**config.mk**
```make
export PLATFORM = sky130hd
export DESIGN_NAME = imm_encode
export DESIGN_NICKNAME = d
export VERILOG_FILES = /design/src/rtl/imm_encode_pkg.sv /design/src/rtl/imm_encode_instr_pack.sv /design/src/rtl/imm_encode.sv
export SDC_FILE = /design/constraint.sdc
export NUM_CORES = 1
export LEC_CHECK = 0
export ABC_AREA = 1
export BUFFER_PORTS_ARGS = -buffer_cell sky130_fd_sc_hd__buf_4
export CAP_MARGIN = 20
export CORE_MARGIN = 8
export CORE_UTILIZATION = 45
export CTS_CLUSTER_DIAMETER = 120
export DETAILED_ROUTE_END_ITERATION = 7
export PLACE_DENSITY = 0.81
export SYNTH_ARGS = -nofsm -noshare
export SYNTH_HDL_FRONTEND = slang
export SYNTH_SLANG_ARGS = --single-unit
```
**constraint.sdc**
```tcl
create_clock -name clk -period 1.8 [get_ports clk]
set_clock_uncertainty 0.05 [all_clocks]
set_input_delay 0.18 -clock clk [delete_from_list [all_inputs] [get_ports clk]]
set_output_delay 0.18 -clock clk [all_outputs]
set_load 0.03 [all_outputs]
```
**src/rtl/imm_encode_pkg.sv**
```systemverilog
// Shared types and constants for the RV32I instruction encoder.
// Holds the format select, the base opcodes and the output buffer states.
package imm_pkg;

   typedef enum logic [2:0] {
      I_TYPE = 3'b000,
      S_TYPE = 3'b001,
      B_TYPE = 3'b010,
      J_TYPE = 3'b011,
      U_TYPE = 3'b100,
      R_TYPE = 3'b101
   } imm_type_t;

   localparam logic [6:0] OP_IMM = 7'b0010011;
   localparam logic [6:0] LOAD   = 7'b0000011;
   localparam logic [6:0] STORE  = 7'b0100011;
   localparam logic [6:0] BRANCH = 7'b1100011;
   localparam logic [6:0] JAL    = 7'b1101111;
   localparam logic [6:0] LUI    = 7'b0110111;
   localparam logic [6:0] AUIPC  = 7'b0010111;
   localparam logic [6:0] OP     = 7'b0110011;

   typedef enum logic [1:0] {
      EMPTY = 2'b00,
      ONE   = 2'b01,
      FULL  = 2'b10
   } buf_state_t;

   // True when bits 31 down to lo all match the sign bit.
   function automatic logic sext_fits(input logic [31:0] v, input int unsigned lo);
      logic ok;
      ok = 1'b1;
      for (int unsigned i = lo; i < 31; i++) begin
         if (v[i] != v[31]) ok = 1'b0;
      end
      return ok;
   endfunction

endpackage

```
**src/rtl/imm_encode_instr_pack.sv**
```systemverilog
// Combinational field packing and immediate range check.
// Reserved format codes yield a zero word flagged as an error.
module instr_pack
   import imm_pkg::*;
#(
   parameter int unsigned IMM_TYPE_W = 3
) (
   input  logic [IMM_TYPE_W-1:0] imm_type,
   input  logic [6:0]            opcode,
   input  logic [4:0]            rd,
   input  logic [4:0]            rs1,
   input  logic [4:0]            rs2,
   input  logic [2:0]            funct3,
   input  logic [6:0]            funct7,
   input  logic [31:0]           imm,
   output logic [31:0]           instr,
   output logic                  err
);

   always_comb begin
      instr = '0;
      err   = 1'b0;
      case (imm_type)
         IMM_TYPE_W'(I_TYPE): begin
            instr = {imm[11:0], rs1, funct3, rd, opcode};
            err   = !sext_fits(imm, 11);
         end
         IMM_TYPE_W'(S_TYPE): begin
            instr = {imm[11:5], rs2, rs1, funct3, imm[4:0], opcode};
            err   = !sext_fits(imm, 11);
         end
         IMM_TYPE_W'(B_TYPE): begin
            instr = {imm[12], imm[10:5], rs2, rs1, funct3, imm[4:1], imm[11], opcode};
            err   = !sext_fits(imm, 12) || imm[0];
         end
         IMM_TYPE_W'(J_TYPE): begin
            instr = {imm[20], imm[10:1], imm[11], imm[19:12], rd, opcode};
            err   = !sext_fits(imm, 20) || imm[0];
         end
         IMM_TYPE_W'(U_TYPE): begin
            instr = {imm[31:12], rd, opcode};
            err   = (imm[11:0] != '0);
         end
         IMM_TYPE_W'(R_TYPE): begin
            instr = {funct7, rs2, rs1, funct3, rd, opcode};
         end
         default: begin
            instr = '0;
            err   = 1'b1;
         end
      endcase
   end

endmodule

```
**src/rtl/imm_encode.sv**
```systemverilog
// Instruction encoder top: packer, two-entry skid buffer and saturating counters.
// in_ready depends only on registered state, never on out_ready.
module imm_encode
   import imm_pkg::*;
#(
   parameter int unsigned IMM_TYPE_W = 3,
   parameter int unsigned CNT_W      = 16
) (
   input  logic                  clk,
   input  logic                  rst_n,
   input  logic                  in_valid,
   output logic                  in_ready,
   input  logic [IMM_TYPE_W-1:0] imm_type,
   input  logic [6:0]            opcode,
   input  logic [4:0]            rd,
   input  logic [4:0]            rs1,
   input  logic [4:0]            rs2,
   input  logic [2:0]            funct3,
   input  logic [6:0]            funct7,
   input  logic [31:0]           imm,
   output logic                  out_valid,
   input  logic                  out_ready,
   output logic [31:0]           instr,
   output logic                  err,
   input  logic                  cnt_clr,
   output logic [CNT_W-1:0]      word_cnt,
   output logic [CNT_W-1:0]      err_cnt
);

   buf_state_t  state;
   logic [31:0] pk_instr;
   logic        pk_err;
   logic [31:0] skid_instr;
   logic        skid_err;
   logic        in_acc;
   logic        out_acc;

   instr_pack #(.IMM_TYPE_W(IMM_TYPE_W)) u_pack (
      .imm_type (imm_type),
      .opcode   (opcode),
      .rd       (rd),
      .rs1      (rs1),
      .rs2      (rs2),
      .funct3   (funct3),
      .funct7   (funct7),
      .imm      (imm),
      .instr    (pk_instr),
      .err      (pk_err)
   );

   assign in_acc  = in_valid & in_ready;
   assign out_acc = out_valid & out_ready;

   // instr/err are the head entry; the skid register only ever holds the younger word.
   always_ff @(posedge clk or negedge rst_n) begin
      if (!rst_n) begin
         state      <= EMPTY;
         in_ready   <= 1'b1;
         out_valid  <= 1'b0;
         instr      <= '0;
         err        <= 1'b0;
         skid_instr <= '0;
         skid_err   <= 1'b0;
      end else begin
         unique case (state)
            EMPTY: begin
               if (in_acc) begin
                  instr     <= pk_instr;
                  err       <= pk_err;
                  out_valid <= 1'b1;
                  state     <= ONE;
               end
            end
            ONE: begin
               if (in_acc && !out_ready) begin
                  skid_instr <= pk_instr;
                  skid_err   <= pk_err;
                  in_ready   <= 1'b0;
                  state      <= FULL;
               end else if (in_acc) begin
                  instr <= pk_instr;
                  err   <= pk_err;
               end else if (out_ready) begin
                  out_valid <= 1'b0;
                  state     <= EMPTY;
               end
            end
            FULL: begin
               if (out_ready) begin
                  instr    <= skid_instr;
                  err      <= skid_err;
                  in_ready <= 1'b1;
                  state    <= ONE;
               end
            end
            default: begin
               in_ready  <= 1'b1;
               out_valid <= 1'b0;
               state     <= EMPTY;
            end
         endcase
      end
   end

   always_ff @(posedge clk or negedge rst_n) begin
      if (!rst_n) begin
         word_cnt <= '0;
         err_cnt  <= '0;
      end else if (cnt_clr) begin
         word_cnt <= '0;
         err_cnt  <= '0;
      end else if (out_acc) begin
         if (word_cnt != '1) word_cnt <= word_cnt + CNT_W'(1);
         if (err && (err_cnt != '1)) err_cnt <= err_cnt + CNT_W'(1);
      end
   end

endmodule

```
# --- Word-level counts from Yosys, hierarchy flattened ---
# Cells that the tools add are included.
word_totals:
  word_cells: 159
  inputBits: 72
  out_inout_bits: 67
  reg_bits: 102
classes:
  n_addsub: 2
  n_reduce_logical: 23
  n_eq_ne: 37
  bitwise: 4
  muxes: 84
op_table:
  columns: ["op", "count"]
  rows:
  - ["$pmux W32 S6", 1]
  - ["$mux W16", 6]
  - ["$mux W32", 3]
  - ["$pmux W32 S3", 1]
  - ["$mux W1", 63]
  - ["$add A16 B1 Y16 const B", 2]
  - ["$ne A16 B16 Y1 const B", 2]
  - ["$ne A1 B1 Y1", 20]
  - ["$ne A2 B2 Y1 const B", 6]
  - ["$reduce_bool A12 Y1", 1]
  - ["$mux W2", 5]
  - ["$pmux W1 S3", 3]
  - ["$eq A3 B2 Y1 const B", 2]
  - ["$eq A3 B3 Y1 const B", 2]
  - ["$ne A3 B3 Y1 const B", 2]
  - ["$pmux W1 S6", 1]
  - ["$pmux W2 S3", 1]
  - ["$reduce_and A2 Y1", 3]
  - ["$reduce_and A3 Y1", 2]
  - ["$reduce_bool A2 Y1", 3]
  - ["$logic_not A1 Y1", 5]
  - ["$reduce_and A5 Y1", 1]
  - ["$reduce_and A4 Y1", 1]
  - ["$eq A3 B1 Y1 const B", 1]
  - ["other kinds (9)", 13]

# --- Logic depth before layout (Yosys ltp) ---
depth:
  depth_word: 27
  ltp_mapped: 12
  mapped_depth_nobuf: 12

# --- Cells and area by module ---
# From an unflattened synthesis, not the netlist that was laid out.
hier_totals:
  cells_unflattened: 853
  area_unflattened_um2: 6029.5
by_module_without_submodules:
  columns: ["module", "seq_area_each_um2", "cells_each", "area_per_inst_um2", "n_inst"]
  rows:
  - ["imm_encode", 2553.7, 661, 5192.5, 1]
  - ["instr_pack", 0.0, 192, 837.1, 1]

# --- Least setup slack after synthesis ---
# Ideal clock, no wire load.
synth_timing:
  path_type: "register to register"
  from: "reg err_cnt[0]"
  to: "reg err_cnt[12]"
  slack_ns: -0.031
  path_stages_with_launch: 10
  period_less_slack_ns: 1.831
  t_arrival_ns: 1.655
  n_path_buf: 1
  setup_time_ns: 0.126
  t_required_ns: 1.624
  path_cell_list: "dfrtp_1 ha_1 nand3_2 nor2_4 nand4_2 nand2_4 nand2_8 inv_6 buf_8 o21ai_0"
synth_between:
  elab_chain_len: 4
  word_cells_on_any_way: 8
  cone_classes: "add/sub (1); eq/ne (1); mux (3); reduce/logical (3)"
synth_rtl:
  columns: ["element", "line", "rtl"]
  rows:
  - ["start: declaration", "imm_encode.sv:27", "output logic [CNT_W-1:0] err_cnt"]
  - ["start signal: assignment", "imm_encode.sv:114", "if (err && (err_cnt != '1)) err_cnt <= err_cnt + CNT_W'(1);"]
  - ["$add A16 B1 Y16 or $ne A16 B16 Y1 (tied branches)", "imm_encode.sv:114", null]
  - ["$mux W16 or $logic_and A1 B1 Y1 (tied branches)", "imm_encode.sv:114", null]
  - ["$mux W16 or $reduce_bool A2 Y1 (tied branches)", null, null]
  - ["$mux W16 or $reduce_and A2 Y1 (tied branches)", null, null]
# Parallel ways exist; a longest one is shown, timed or not. The select of a mux whose other input is x is not followed.
# A chain may end at the register's enable or synchronous reset.

# --- Worst setup path after layout ---
layout_timing:
  from: "reg in_ready"
  to: "reg instr[31]"
layout_between:
  elab_chain_len: 4
  word_cells_on_any_way: 7
  cone_classes: "eq/ne (1); mux (3); bitwise (1); reduce/logical (2)"
layout_rtl:
  columns: ["element", "line", "rtl"]
  rows:
  - ["start: declaration", "imm_encode.sv:12", "output logic in_ready,"]
  - ["start signal: assignment", "imm_encode.sv:58", "in_ready <= 1'b1;"]
  - ["start signal: assignment", "imm_encode.sv:78", "in_ready <= 1'b0;"]
  - ["start signal: assignment", "imm_encode.sv:92", "in_ready <= 1'b1;"]
  - ["$and A1 B1 Y1 (*)", "imm_encode.sv:51", "assign in_acc = in_valid & in_ready;"]
  - ["$mux W32 or $logic_and A1 B1 Y1 (tied branches)", null, null]
  - ["$mux W32 or $ne A2 B2 Y1 (tied branches)", null, null]
  - ["$pmux W32 S3 or $reduce_and A3 Y1 (tied branches)", null, null]
  - ["end signal: assignment", "imm_encode.sv:68", "instr <= pk_instr;"]
  - ["end signal: assignment", "imm_encode.sv:81", "instr <= pk_instr;"]
  - ["end signal: assignment", "imm_encode.sv:90", "instr <= skid_instr;"]
  - ["end: declaration", "imm_encode.sv:23", "output logic [31:0] instr,"]
# Every way passes the cells marked *; elsewhere a longest branch is shown, timed or not. The select of a mux whose other input is x is not followed.

==> results.sh <==
export IMPL_initialDrtViolationCount=475
export IMPL_rrSetupSlack_ns=0.10
export IMPL_fillers=1208
export IMPL_reg2reg_from="in_ready"
export IMPL_finalNonFillerCells=1124
export IMPL_grt_max_degree=45
export IMPL_syn_inst=806
export IMPL_synth_area_leader_cell="dfrtp_1"
export IMPL_start_util=0.4594
export IMPL_cts_buffer_depth=2
export IMPL_finalHoldViolations=0
export IMPL_die_x_um=129.5
export IMPL_ys_ff_latch=102
export IMPL_top_level_ports=139
export IMPL_root_buffer="clkbuf_16"
export IMPL_grt_usage=0.1952
export IMPL_worstRegToRegCells=8
export IMPL_holdWs_ns=0.07139
export IMPL_slew_headroom=0.6972
export IMPL_pwr_density_cell_mw_per_mm2=1076
export IMPL_vias=5774
export IMPL_drc=0
export IMPL_place_ws_ns=0.1290
export IMPL_core_area_mm2=0.01262
export IMPL_cp_start_kind="flop"
export IMPL_cts_tree="built"
export IMPL_synth_edff_count=0
export IMPL_post_route_period_util=0.9426
export IMPL_async_flop_share=1.000
export IMPL_placed_area_mm2=0.007112
export IMPL_whs_endpoint="err_cnt[0]"
export IMPL_hpwlAfterDp_um=12290
export IMPL_wl_per_cell_um=14.22
export IMPL_finalInstanceArea_mm2=0.007435
export IMPL_period_minus_slack_ns=1.697
export IMPL_status="finished, final reports clean"
export IMPL_synth_cell_types=37
export IMPL_grt_pass1_wl_um=26710
export IMPL_final_core_util=0.5891
export IMPL_worst_ep_required_time_ns=1.98
export IMPL_die_h_um=129.5
export IMPL_nNetsFinal=1021
export IMPL_synth_flop_cell="dfrtp_1"
export IMPL_slew_violations=0
export IMPL_grt_ovfl_total=0
export IMPL_grt_pass1_vias=5622
export IMPL_first_pass_iters=5
export IMPL_synthTopCellsByArea="dfrtp_1, nand2_1, o21ai_0"
export IMPL_ys_seq_area_frac=0.4404
export IMPL_timing_final_ws_setup_ns=0.1034
export IMPL_crit_fanout=30
export IMPL_fmax_mhz=589.4
export IMPL_synth_nets=880
export IMPL_endpoint_kind="flop"
export IMPL_clkSinkCount=102
export IMPL_drive_gt1_frac=0.2206
export IMPL_setup_viol=0
export IMPL_rows=41
export IMPL_ant_nets=0
export IMPL_rsz0062_at_grt="no"
export IMPL_gp_routability_congestion=0.9191
export IMPL_synth_top_area_share=0.4359
export IMPL_n_antenna_cell=0
export IMPL_antenna_found_initial=0
export IMPL_worst_pin_slew_ns=0.4542
export IMPL_io_buffers=138
export IMPL_leakage_nw=3.718
export IMPL_multiInputGateArea_mm2=0.002838
export IMPL_worstReg2RegEnd="instr[31]"
export IMPL_arrival_ns=1.88
export IMPL_path_clk_slew_ns=0.07
export IMPL_regArea_mm2=0.002559
export IMPL_hold_path_depth=2
export IMPL_p_total_mw=8.002
export IMPL_dieArea_mm2=0.01677
export IMPL_yosysWarnings=0
export IMPL_htree_levels=3
export IMPL_worstSetupPathType="flop to flop"
export IMPL_area_growth_pct=28.23
export IMPL_syn_avg_cell_area_um2=7.194
export IMPL_hp_start="cnt_clr"
export IMPL_fin_tns_setup_ns=0
export IMPL_synth_area_mm2=0.005798
export IMPL_viasPerCell=5.137
export IMPL_hp_class="primary input to flop"
export IMPL_wl_um=15980
export IMPL_place_inst=1107
export IMPL_maxCapViolations=0
export IMPL_clk_latency_ns=0.33
export IMPL_irDropWorstVdd_mv=0.5041
export IMPL_cts_made_buffers=9
## metal layers
layer	routed length (µm)	vias to the layer above	global-route usage
li1	-	2903	-
met1	6882	2642	0.2387
met2	7676	214	0.3333
met3	1198	15	0.04437
met4	222	0	0.06352
met5	0	-	0
## synthesized netlist by cell type, types with 9 or more instances
cell and number:
a21oi_1 9, dfrtp_1 101, inv_1 63, inv_2 11, nand2_1 249, nand3_1 47, nand4_1 17, nor2_1 96
nor3_1 11, o21ai_0 79, o21ai_1 39, xor2_1 13
## critical path, stage by stage, from the launching register on
cell     delay, ns
dfstp_2       0.54
nand2_1       0.13
nor3_4        0.30
nor2_2        0.09
nand2_4       0.11
buf_12        0.18
a21oi_1       0.07
o21ai_1       0.07
nand2_1       0.06
## how the worst max path moves through the flow
stage,start,endpoint,slack [ns],cells past startpoint
finish,in_ready,instr[31],0.10,8
global route,in_ready,instr[7],0.002,8
CTS,in_ready,instr[10],0.06,6
detailed placement,in_ready,err,0.13,8
global placement,in_ready,err,0.16,8
floorplan,err_cnt[0],err_cnt[12],0.07,9
## cell usage in the layout, fill, tap and decap left out, types with 10 or more instances in the layout
cell type,count
xor2_1,13
o21ai_1,40
o21ai_0,78
dfrtp_1,97
buf_4,147
nand3_1,47
nand4_1,17
nor3_1,10
inv_1,63
nand2_1,248
nor2_1,95
inv_2,10
## flip-flops by register name, indices dropped and copies added (netlist names)
register and count:
word_cnt 16, in_ready 1, state 2, err_cnt 16, instr 32, skid_instr 32, out_valid 1, skid_err 1
err 1
## where the power goes
group	internal, mW	switching, mW	leakage, nW	total (mW)
Clock	0.984	0.872	0.135	1.86
Sequential	2.92	0.379	1.30	3.30
Combinational	1.06	1.78	2.28	2.84
Total	4.97	3.03	3.72	8.00
## kinds of logic (layout without fill, tap and decap cells)
group           Yosys count  after routing  share of synthesized area
xor+xnor                 14             14                    0.02115
buf+inv                 100            246                    0.07316
simple gates            440            440                     0.3250
compound gates          148            148                     0.1360
flops                   102            102                     0.4404
fa+ha+maj                 2              2                   0.004315
## cell type report
class / instances / area share
multi-input cells: 604 / 0.3817
flip-flops and latches: 102 / 0.3442
repair buffers: 155 / 0.1680
inverters: 75 / 0.03888
clock buffers: 10 / 0.03214
well taps: 172 / 0.02895
clock inverters: 6 / 0.006227
## repair_timing
item	4_1_cts	5_1_grt
endpoints found under the setup margin	0	33
buffers inserted	0	0
resized for setup	0	10
hold endpoints to repair	30	0
hold buffers	1	0
Power figures use the tool's default switching activity.
